**config.mk**
```make
export PLATFORM = sky130hd
export DESIGN_NAME = traffic_phase_sequencer
export DESIGN_NICKNAME = d
export VERILOG_FILES = /design/src/rtl/traffic_phase_sequencer.sv
export SDC_FILE = /design/constraint.sdc
export NUM_CORES = 1
export LEC_CHECK = 0
export CAP_MARGIN = 20
export CORE_ASPECT_RATIO = 0.9
export CORE_UTILIZATION = 52
export CTS_BUF_LIST = sky130_fd_sc_hd__clkbuf_8
export CTS_CLUSTER_DIAMETER = 60
export DETAILED_ROUTE_END_ITERATION = 10
export HOLD_SLACK_MARGIN = 0.06
export PLACE_DENSITY = 0.78
export SYNTH_ARGS = -nofsm -noshare
export SYNTH_HDL_FRONTEND = slang
export SYNTH_SLANG_ARGS = --single-unit
```
**constraint.sdc**
```tcl
create_clock -name clk -period 2.5 [get_ports clk]
set_input_delay 0.375 -clock clk [delete_from_list [all_inputs] [get_ports clk]]
set_output_delay 0.375 -clock clk [all_outputs]
set_load 0.02 [all_outputs]
```
**src/rtl/traffic_phase_sequencer.sv**
```systemverilog
// Round-robin traffic-light sequencer with a tick-driven interval counter, bounded sensor
// extension, all-red clearance and a latched pedestrian walk interval.
module traffic_phase_sequencer #(
  parameter int unsigned N_PHASES = 2,
  parameter int unsigned CNT_W    = 8,
  parameter int unsigned BASE_T   = 6,
  parameter int unsigned EXT_T    = 3,
  parameter int unsigned YEL_T    = 2,
  parameter int unsigned ALLRED_T = 1,
  parameter int unsigned WALK_T   = 4,
  parameter int unsigned MAX_EXT  = 2,
  parameter int unsigned WALK_PH  = 0
) (
  input  logic                        clk,
  input  logic                        globalReset,
  input  logic                        tick,
  input  logic                        reprogramInp,
  input  logic [CNT_W-1:0]            baseTime,
  input  logic [CNT_W-1:0]            extTime,
  input  logic [CNT_W-1:0]            yelTime,
  input  logic [N_PHASES-1:0]         sensorInput,
  input  logic                        walkReq,
  output logic [N_PHASES-1:0]         greenOut,
  output logic [N_PHASES-1:0]         yellowOut,
  output logic [N_PHASES-1:0]         redOut,
  output logic                        walkOut,
  output logic                        walkPending,
  output logic [$clog2(N_PHASES)-1:0] phaseIdx
);

  localparam int unsigned PhW  = $clog2(N_PHASES);
  localparam int unsigned ExtW = (MAX_EXT < 1) ? 1 : $clog2(MAX_EXT + 1);

  typedef enum logic [2:0] {
    StGrnBase,
    StGrnExt,
    StYel,
    StAllRed,
    StWalk
  } state_e;

  state_e                state_q, state_d;
  logic [PhW-1:0]        phase_q, phase_d;
  logic [CNT_W-1:0]      remain_q, remain_d;
  logic [ExtW-1:0]       ext_cnt_q, ext_cnt_d;
  logic [CNT_W-1:0]      base_t_q, base_t_d;
  logic [CNT_W-1:0]      ext_t_q, ext_t_d;
  logic [CNT_W-1:0]      yel_t_q, yel_t_d;
  logic                  pend_q, pend_d;
  logic [N_PHASES-1:0]   green_q, green_d;
  logic [N_PHASES-1:0]   yellow_q, yellow_d;
  logic [N_PHASES-1:0]   red_q, red_d;
  logic                  walk_q, walk_d;

  // A programmed time of zero still occupies one tick.
  function automatic logic [CNT_W-1:0] nz(input logic [CNT_W-1:0] t);
    return (t == '0) ? CNT_W'(1) : t;
  endfunction

  always_comb begin
    state_d   = state_q;
    phase_d   = phase_q;
    remain_d  = remain_q;
    ext_cnt_d = ext_cnt_q;
    base_t_d  = base_t_q;
    ext_t_d   = ext_t_q;
    yel_t_d   = yel_t_q;
    pend_d    = pend_q | walkReq;

    if (reprogramInp) begin
      base_t_d  = baseTime;
      ext_t_d   = extTime;
      yel_t_d   = yelTime;
      state_d   = StGrnBase;
      phase_d   = '0;
      remain_d  = nz(baseTime);
      ext_cnt_d = '0;
    end else if (tick) begin
      if (remain_q <= CNT_W'(1)) begin
        unique case (state_q)
          StGrnBase, StGrnExt: begin
            if (sensorInput[phase_q] && (ext_cnt_q < ExtW'(MAX_EXT))) begin
              state_d   = StGrnExt;
              remain_d  = nz(ext_t_q);
              ext_cnt_d = ext_cnt_q + ExtW'(1);
            end else begin
              state_d  = StYel;
              remain_d = nz(yel_t_q);
            end
          end
          StYel: begin
            if ((phase_q == PhW'(WALK_PH)) && pend_q) begin
              state_d  = StWalk;
              remain_d = nz(CNT_W'(WALK_T));
              // Entering walk serves the request, including one arriving this cycle.
              pend_d   = 1'b0;
            end else begin
              state_d  = StAllRed;
              remain_d = nz(CNT_W'(ALLRED_T));
            end
          end
          StWalk: begin
            state_d  = StAllRed;
            remain_d = nz(CNT_W'(ALLRED_T));
          end
          StAllRed: begin
            state_d   = StGrnBase;
            phase_d   = (phase_q == PhW'(N_PHASES - 1)) ? '0 : phase_q + PhW'(1);
            remain_d  = nz(base_t_q);
            ext_cnt_d = '0;
          end
          default: begin
            state_d   = StGrnBase;
            phase_d   = '0;
            remain_d  = nz(base_t_q);
            ext_cnt_d = '0;
          end
        endcase
      end else begin
        remain_d = remain_q - CNT_W'(1);
      end
    end
  end

  // Lamps are decoded from the next state so they change on the same edge as the state.
  always_comb begin
    green_d  = '0;
    yellow_d = '0;
    if ((state_d == StGrnBase) || (state_d == StGrnExt)) begin
      green_d = N_PHASES'(1) << phase_d;
    end
    if (state_d == StYel) begin
      yellow_d = N_PHASES'(1) << phase_d;
    end
    red_d  = ~(green_d | yellow_d);
    walk_d = (state_d == StWalk);
  end

  always_ff @(posedge clk or posedge globalReset) begin
    if (globalReset) begin
      state_q   <= StGrnBase;
      phase_q   <= '0;
      remain_q  <= nz(CNT_W'(BASE_T));
      ext_cnt_q <= '0;
      base_t_q  <= CNT_W'(BASE_T);
      ext_t_q   <= CNT_W'(EXT_T);
      yel_t_q   <= CNT_W'(YEL_T);
      pend_q    <= 1'b0;
      green_q   <= N_PHASES'(1);
      yellow_q  <= '0;
      red_q     <= ~N_PHASES'(1);
      walk_q    <= 1'b0;
    end else begin
      state_q   <= state_d;
      phase_q   <= phase_d;
      remain_q  <= remain_d;
      ext_cnt_q <= ext_cnt_d;
      base_t_q  <= base_t_d;
      ext_t_q   <= ext_t_d;
      yel_t_q   <= yel_t_d;
      pend_q    <= pend_d;
      green_q   <= green_d;
      yellow_q  <= yellow_d;
      red_q     <= red_d;
      walk_q    <= walk_d;
    end
  end

  assign greenOut    = green_q;
  assign yellowOut   = yellow_q;
  assign redOut      = red_q;
  assign walkOut     = walk_q;
  assign walkPending = pend_q;
  assign phaseIdx    = phase_q;

endmodule

```
==> impl_metrics.yaml <==
place:
  dp.final_hpwl_mm: 3.985
  place_ws_ps: 244.9
  dp.cells: 316
  placedInstanceArea_um2: 2947
  globalplace.congestion: 0.8348
  io_buffers: 39
worst_hold_path:
  hold_path_class: "flop to flop"
  hold_depth: 2
yosys:
  synthArstFlopShare: 1.000
  avgSynthCellArea_um2: 11.31
  synthFlopType: "dfrtp_1"
  synth_top_area_share: 0.3672
  synth-edff-count: 0
  yosysSeqAreaShare: 0.4610
  ys_ff_latch: 46
  synth_top_cell_by_area: "dfrtp_1"
  synthCells: 223
  yosys_warnings: 0
  synthesis.area_um2: 2521
  synthTopCellsByArea: "dfrtp_1 37%, mux2_2 11%, dfstp_2 9.4%, a21oi_1 2.0%, nor3_1 1.8%"
  yosysUniqueCellTypes: 66
  syn-num-nets: 256
detailed_routing:
  dr.pass1.iters: 7
  top_layer: "met4"
  drtIter0Drc: 135
  wl_met1_mm: 2.531
  drc_errors: 0
  viasPerCell: 6.093
  wl_mm: 5.563
  drt.antenna.violating_nets: 0
  met2WireLength_mm: 2.556
  wl_per_cell_um: 17.17
  wl_met3_um: 343
  vias: 1974
cells_and_area:
  final_area_um2: 3057
  layoutNonFillerInstCount: 324
  area_delta_synth_final_pct: 21.24
  final_nets: 294
  diodes: 0
  layout-drive-gt1-share: 0.2328
critical_path:
  cp-end-kind: "flop"
  critical_path_arrival_ps: 2370
  cp-start-kind: "flop"
  cpPeakStageDelay_ps: 560
  crit_required_ps: 2690
  path_cells: "inv_1, ha_1, or2_4, and3_4, a32oi_2, nor2_2, a211o_1"
  crit_fanout: 11
  r2r_setup_slack_ps: 320
  cp_slowest_cell: "dfstp_2"
  critPathBufInv: 1
  critPathTopFamily: "simple AND/OR/NAND/NOR gates"
  rr_worst_depth: 7
  cp.depth: 7
  critPathKind: "flop to flop"
timing:
  rsz0062_at_grt: "no"
  period_needed_ps: 2185
  fin_tns_setup_ps: 0
  finClkSkew_ps: 8.028
  setup_slack_ps: 315.2
  fin_crit_sh: 0.8739
  tightest_slew_ps: 565.9
  hold_violations: 0
  setup_violations: 0
  max_freq_ghz: 0.4577
  hold-worst-slack_ps: 499.3
  slew_viol_final: 0
  slew-limit-headroom: 0.6227
cts:
  cts_buffer_depth: 2
  cts_inserted_buffers: 5
  cts-htree-levels: 2
  hold_buffers: 0
  post_cts_buffers: 0
  path_clk_slew_ps: 90
  clock_tree.root_cell: "clkbuf_8"
  cts_sinks: 46
  cts_tree: "yes"
  cts_resized: 0
  clk_latency_ps: 300
global_route:
  grt_pass1_wl_mm: 9.246
  grt_overflow: 0
  grt_antenna_before_repair: 0
  track_usage: 0.2441
  grt_pass1_vias: 1866
  grt_max_degree: 47
run:
  cap_violations: 0
floorplan:
  die_area_um2: 5131
  io_pins: 40
  die_y_um: 68.06
  core_area_um2: 4547
  start_util: 0.5545
  rows: 23
  die_x_um: 75.40
pwr:
  leakage_nw: 1.194
  vdd_ir_drop_max_uv: 390.5
  powerDensity_nw_per_um2: 545.1
run_status:
  status: "finished clean"
==> cell usage in the layout, fill, tap and decap left out, types with 5 or more instances in the layout <==
master           instances
dfrtp_1                 37
clkdlybuf4s50_1         39
nor4_1                   5
mux2_2                  24
inv_1                    7
clkbuf_8                 5
dfstp_2                  9
o21ai_1                  5
nor3_1                   9
nand2_1                  6
o21ai_0                  9
a21oi_1                 10
nor2_1                  10
==> worst reg2reg max path: stages, from the launching register on <==
cell     delay (ps)
dfstp_2         560
inv_1            60
ha_1            210
or2_4           290
and3_4          210
a32oi_2         330
nor2_2          120
a211o_1         300
==> cell type report <==
class                   count  area, µm²
fillers                   364       1490
multi-input cells         158       1260
flip-flops and latches     46       1162
repair buffers             43      420.4
well taps                  62      77.57
clock buffers               5      68.82
clock inverters             3      41.29
inverters                   7      26.28
==> final timing paths <==
check                                 start           to
max in group asynchronous       globalReset   ext_t_q[1]
min in group asynchronous       globalReset      walkOut
worst min register to register  base_t_q[2]  base_t_q[2]
worst max register to register  remain_q[1]    redOut[0]
worst max-delay path            remain_q[1]    redOut[0]
worst min-delay path            base_t_q[2]  base_t_q[2]
==> cells by family after synthesis <==
logic type	Yosys count	synth area share
AOI/OAI and AO/OA	60	0.1692
xor gates and xnor gates	2	0.006949
adders and majority gates	3	0.01439
buffers and inverters	19	0.03920
DFF	46	0.4610
muxes	31	0.1434
and+or+nand+nor	62	0.1658
==> registers in the layout (all words and copies together) (netlist names) <==
signal / count
base_t_q: 8
ext_t_q: 8
greenOut: 2
walkOut: 1
phaseIdx: 1
yel_t_q: 8
remain_q: 8
walkPending: 1
yellowOut: 2
state_q: 3
redOut: 2
ext_cnt_q: 2
==> report_power, final <==
group          total (W)  switching (W)  internal (W)
clock network   0.000543       0.000249      0.000294
registers       0.000869      0.0000609      0.000808
logic           0.000254       0.000116      0.000138
total            0.00167       0.000426       0.00124
==> through the flow <==
step,power (W),util
2_1_floorplan,0.001032,-
3_3_place_gp,0.001126,0.6480
3_5_place_dp,0.001135,0.6480
4_1_cts,0.001671,0.6723
5_1_grt,0.001728,0.6723
6_report,0.001666,0.6723
==> routing by layer <==
metal | vias to the layer above | GRT usage
li1 | 919 | -
met1 | 952 | 0.3579
met2 | 87 | 0.3549
met3 | 16 | 0.05302
met4 | 0 | 0.09028
met5 | - | 0
==> synthesized netlist by cell type (2+ instances only) <==
cell        n
a211oi_1    3
a21oi_1    10
a221oi_1    4
a22oi_1     4
a2bb2oi_1   2
a31oi_1     2
and2_1      2
buf_2       3
buf_4       2
clkbuf_1    5
dfrtp_1    37
dfstp_2     9
ha_1        2
inv_1       7
mux2_1      4
mux2_2     24
nand2_1     6
nand2b_1    3
nand3_1     4
nor2_1     10
nor2b_1     2
nor3_1      9
nor3b_1     2
nor4_1      5
nor4_2      2
o211ai_1    2
o21a_1      3
o21ai_0     9
o21ai_1     5
o31a_1      2
o31ai_1     3
or4_1       2
Note: power is estimated with default switching activity, not from simulation.
==> RTL edit 1: new RTL, same settings <==
Set the parameter `MAX_EXT` to 4 (it was 2).
--- a/src/rtl/traffic_phase_sequencer.sv
+++ b/src/rtl/traffic_phase_sequencer.sv
@@ -8,7 +8,7 @@
   parameter int unsigned YEL_T    = 2,
   parameter int unsigned ALLRED_T = 1,
   parameter int unsigned WALK_T   = 4,
-  parameter int unsigned MAX_EXT  = 2,
+  parameter int unsigned MAX_EXT  = 4,
   parameter int unsigned WALK_PH  = 0
 ) (
   input  logic                        clk,
Formal check against the unedited RTL: not equivalent (Yosys sat finds a counterexample within 10 cycles, from zero or initial values and one cycle with globalReset high).
==> RTL edit 1 against the unedited design <==
Worst hold slack got worse by 69 ps. Die area is 0.10% higher. Area after synthesis barely moved. Total power decreased by 2.2%. Wire length rose by 2.6%. Non-clock buffer count is 3 higher. Clock skew barely moved. First-iteration DRC count grew 53%. Combinational power rose by 8.7%. Design area unchanged. Utilization is the same. Worst setup slack got worse by 81 ps. Sequential cell count increased by 1.
==> RTL edit 1: results (changes against the unedited design) <==
[setup_path]
slowest_delay_ps = 580  ; +20 ps
r2r_slack_ps = 230  ; -80 ps
cp_data_arrival_time_ps = 2480  ; +110 ps
crit_fanout = 6  ; -5

[layout]
nNonClkBuffers = 46  ; +7.0%
nets = 296  ; +0.68%
drive_gt1_share_pct = 24.3  ; +1.1 points
num-multi-input-gates = 153  ; -3.2%
multiInputGateArea_sq_um = 1200  ; -4.8%
regArea_sq_um = 1190  ; +2.2%

[pwr]
power_density_nw_per_um2 = 533  ; -2.2%
p_leak_uw = 0.00122  ; +2.3%
p_seq_share_pct = 54.6  ; +2.4 points
swShare_pct = 28.1  ; +2.5 points
ir_drop_uv = 418  ; +6.9%

[logic_synthesis]
yosys_register_bits = 47  ; +2.2%
synth_xor_area_share_pct = 0.694  ; about the same
ys_types = 61  ; -7.6%
yosysSeqAreaShare_pct = 47.1  ; +0.95 points
yosys-top-cells-area = dfrtp_1 38%, mux2_2 11%, dfstp_2 9.4%
synth_adder_area_share_pct = 1.49  ; +0.048 points
synth_compound_area_share_pct = 17.1  ; +0.13 points
synth_common_cells = 38 x dfrtp_1, 25 x mux2_2, 13 x nor2_1
syn-num-nets = 256  ; unchanged

[sta]
fin_skew_ps = 7.90  ; -0.133 ps
worst_slew_pin_slew_ps = 670  ; +104 ps
hold_slack_ps = 431  ; -68.7 ps

[grt]
grt_max_degree = 48  ; +2.1%
grt_pass1_vias = 1809  ; -3.1%
grt_use_total_pct = 25.1  ; +0.64 points
grt_pass1_wl_um = 9350  ; +1.1%

[route]
drt_pass1_iterations = 5  ; -2
wire_per_inst_um = 17.6  ; +2.3%
vias_per_cell = 6.22  ; +2.1%

[place]
dp_slack_ps = 270  ; +25.3 ps
globalplace.congestion = 0.883  ; +5.8%

[outcome]
status = complete, no violations

[hold_path]
hp-class = primary input to async pin

## RTL edit 1: worst paths after layout
kind | start | to | cells past startpoint
max in group asynchronous | globalReset | redOut[1]$_DFF_PP1_ | 3
min in group clk | base_t_q[2]$_DFFE_PP1P_ | base_t_q[2]$_DFFE_PP1P_ | 2
min reg2reg | base_t_q[2]$_DFFE_PP1P_ | base_t_q[2]$_DFFE_PP1P_ | 2
max | remain_q[1]$_DFFE_PP1N_ | yellowOut[1]$_DFF_PP0_ | 8
max reg2reg | remain_q[1]$_DFFE_PP1N_ | yellowOut[1]$_DFF_PP0_ | 8
min | globalReset | yel_t_q[3]$_DFFE_PP0P_ | 3
## RTL edit 1: routing by layer
metal	vias up	global-route usage, %	wire (um)
li1	924	-	-
met1	993	39.2	2660
met2	95	35.2	2530
met3	9	3.53	425
met4	0	8.80	92
met5	-	0	0
## RTL edit 1: logic make-up after synthesis
family,Yosys count
and+or+nand+nor,65
AOI/OAI and AO/OA,56
DFF,47
muxes,27
buffers and inverters,22
adders and majority gates,3
xor gates and xnor gates,2
## RTL edit 1: metrics by stage
| stage | cells | instance area, sq um | util [%] |
|---|---|---|---|
| floorplan | 222 | 2520 | - |
| global placement | 317 | 2970 | 65.2 |
| detailed placement | 317 | 2970 | 65.2 |
| CTS | 325 | 3060 | 67.2 |
| global route | 325 | 3060 | 67.2 |
| finish | 325 | 3060 | 67.2 |
## RTL edit 1: worst max-delay path: cells and delay by family, from the launching register on
| kind | cells | cell delay (ps) |
|---|---|---|
| flip-flops | 1 | 580 |
| buffers and inverters | 2 | 130 |
| AND/OR/NAND/NOR | 4 | 930 |
| multiplexers | 1 | 290 |
| adder cells (fa/ha/maj) | 1 | 240 |
==> RTL edit 2: new RTL, same settings <==
Made on the original files. Put one more register stage on the output `greenOut`. The value now appears one clock later. The other outputs are not delayed to match.
--- a/src/rtl/traffic_phase_sequencer.sv
+++ b/src/rtl/traffic_phase_sequencer.sv
@@ -166,7 +166,9 @@
     end
   end
 
-  assign greenOut    = green_q;
+  always_ff @(posedge clk) begin
+    greenOut <= green_q;
+  end
   assign yellowOut   = yellow_q;
   assign redOut      = red_q;
   assign walkOut     = walk_q;
Behaviour: not the same (a bounded check fails within 4 cycles, from zero or initial values and one cycle with globalReset high).
==> RTL edit 2 against the unedited design <==
Die area shrank 3.5%. Design area shrank 1.4%. Sequential cell count grew 2. Total power grew 2.3%. Final cell count shrank 0.93%. Worst setup slack lost 78 ps. Clock skew shrank 4.7 ps. Combinational power grew 4%. Area after synthesis shrank 3.6%. Critical path type unchanged. Wire length shrank 3.2%. Sequential power grew 4.7%.
==> RTL edit 2: results (changes against the unedited design) <==
[route]
vias_per_cell = 5.97  ; -2.1%
wire_per_inst_um = 16.8  ; -2.3%
drtIter0Drc = 126  ; -6.7%
drt_pass1_iterations = 4  ; -3
wirelength_um = 5390  ; -3.2%

[logic_synthesis]
yosys-top-cells-area = dfrtp_1 38%, mux2_2 11%, dfstp_2 9.7%
ys_types = 54  ; -18%
synthArstFlopShare_pct = 95.8  ; -4.2 points
syn-num-nets = 250  ; -2.3%
synth_common_cells = 37 x dfrtp_1, 24 x mux2_2, 11 x nand2_1, 11 x nor2_1
avgSynthCellArea_sq_um = 11.2  ; -0.96%
yosysSeqAreaShare_pct = 49.5  ; +3.4 points

[setup_path]
critPathTopFamily = simple AND/OR/NAND/NOR gates
crit_fanout = 10  ; -1
slowest_stage = or4_1
cp-end-kind = flop
cp_data_arrival_time_ps = 2420  ; +50 ps
r2r-start = remain_q[0]$_DFFE_PP0N_
r2r-end = remain_q[0]$_DFFE_PP0N_
r2r_slack_ps = 240  ; -80 ps

[place]
dp_slack_ps = 212  ; -33.2 ps
dpl-instance-area_sq_um = 2910  ; -1.3%
globalplace.congestion = 0.911  ; +9.1%
dpl.cell_count = 313  ; -0.95%
post-dp-hpwl_um = 4030  ; +1.1%

[hold_path]
hp-start = green_q[1]$_DFF_PP0_
whs_path_depth = 0  ; -2
whs_endpoint = greenOut[1]$_DFF_P_

[pwr]
ir_drop_uv = 401  ; +2.6%
p_leak_uw = 0.00122  ; +1.9%

[outcome]
status = complete, no violations

[sta]
fin_crit_sh_pct = 90.5  ; +3.1 points
fin_skew_ps = 3.32  ; -4.71 ps
slew_headroom_pct = 43.5  ; -19 points
hold_slack_ps = 354  ; -146 ps

[cts]
htreeDepth = 2  ; unchanged

[grt]
grt_pass1_wl_um = 9230  ; -0.23%
grt_max_degree = 30  ; -36%
grt_use_total_pct = 25.3  ; +0.92 points
grt_pass1_vias = 1888  ; +1.2%

[layout]
nets = 291  ; -1.0%
drive_gt1_share_pct = 21.2  ; -2.0 points

RTL edit 2: layout make-up:
class                   count  area, sq um
clock buffers               5         68.8
multi-input cells         149         1150
repair buffers             44          440
flip-flops and latches     48         1200
fillers                   334         1450
well taps                  62         77.6
clock inverters             3         37.5
inverters                  10         37.5
RTL edit 2: where the power goes:
group	internal (uW)	switching [uW]	total, uW
clock	291	239	530
sequential	844	66.3	910
combinational	145	120	265
RTL edit 2: kinds of logic after synthesis:
group | count (synthesis) | synth area share (%)
adder cells (fa/ha/maj) | 2 | 1.03
AO/OA/AOI/OAI | 55 | 16.0
XOR/XNOR | 3 | 1.08
flip-flops | 48 | 49.5
AND/OR/NAND/NOR | 62 | 16.9
multiplexers | 27 | 12.4
buffers and inverters | 20 | 3.19
RTL edit 2: layer usage:
layer / routed length, um / global-route usage (%) / share of wire, %
met5: 0 / 0 / 0
met3: 312 / 5.60 / 5.8
met1: 2410 / 35.1 / 45
met2: 2550 / 38.9 / 47
met4: 116 / 8.89 / 2.2
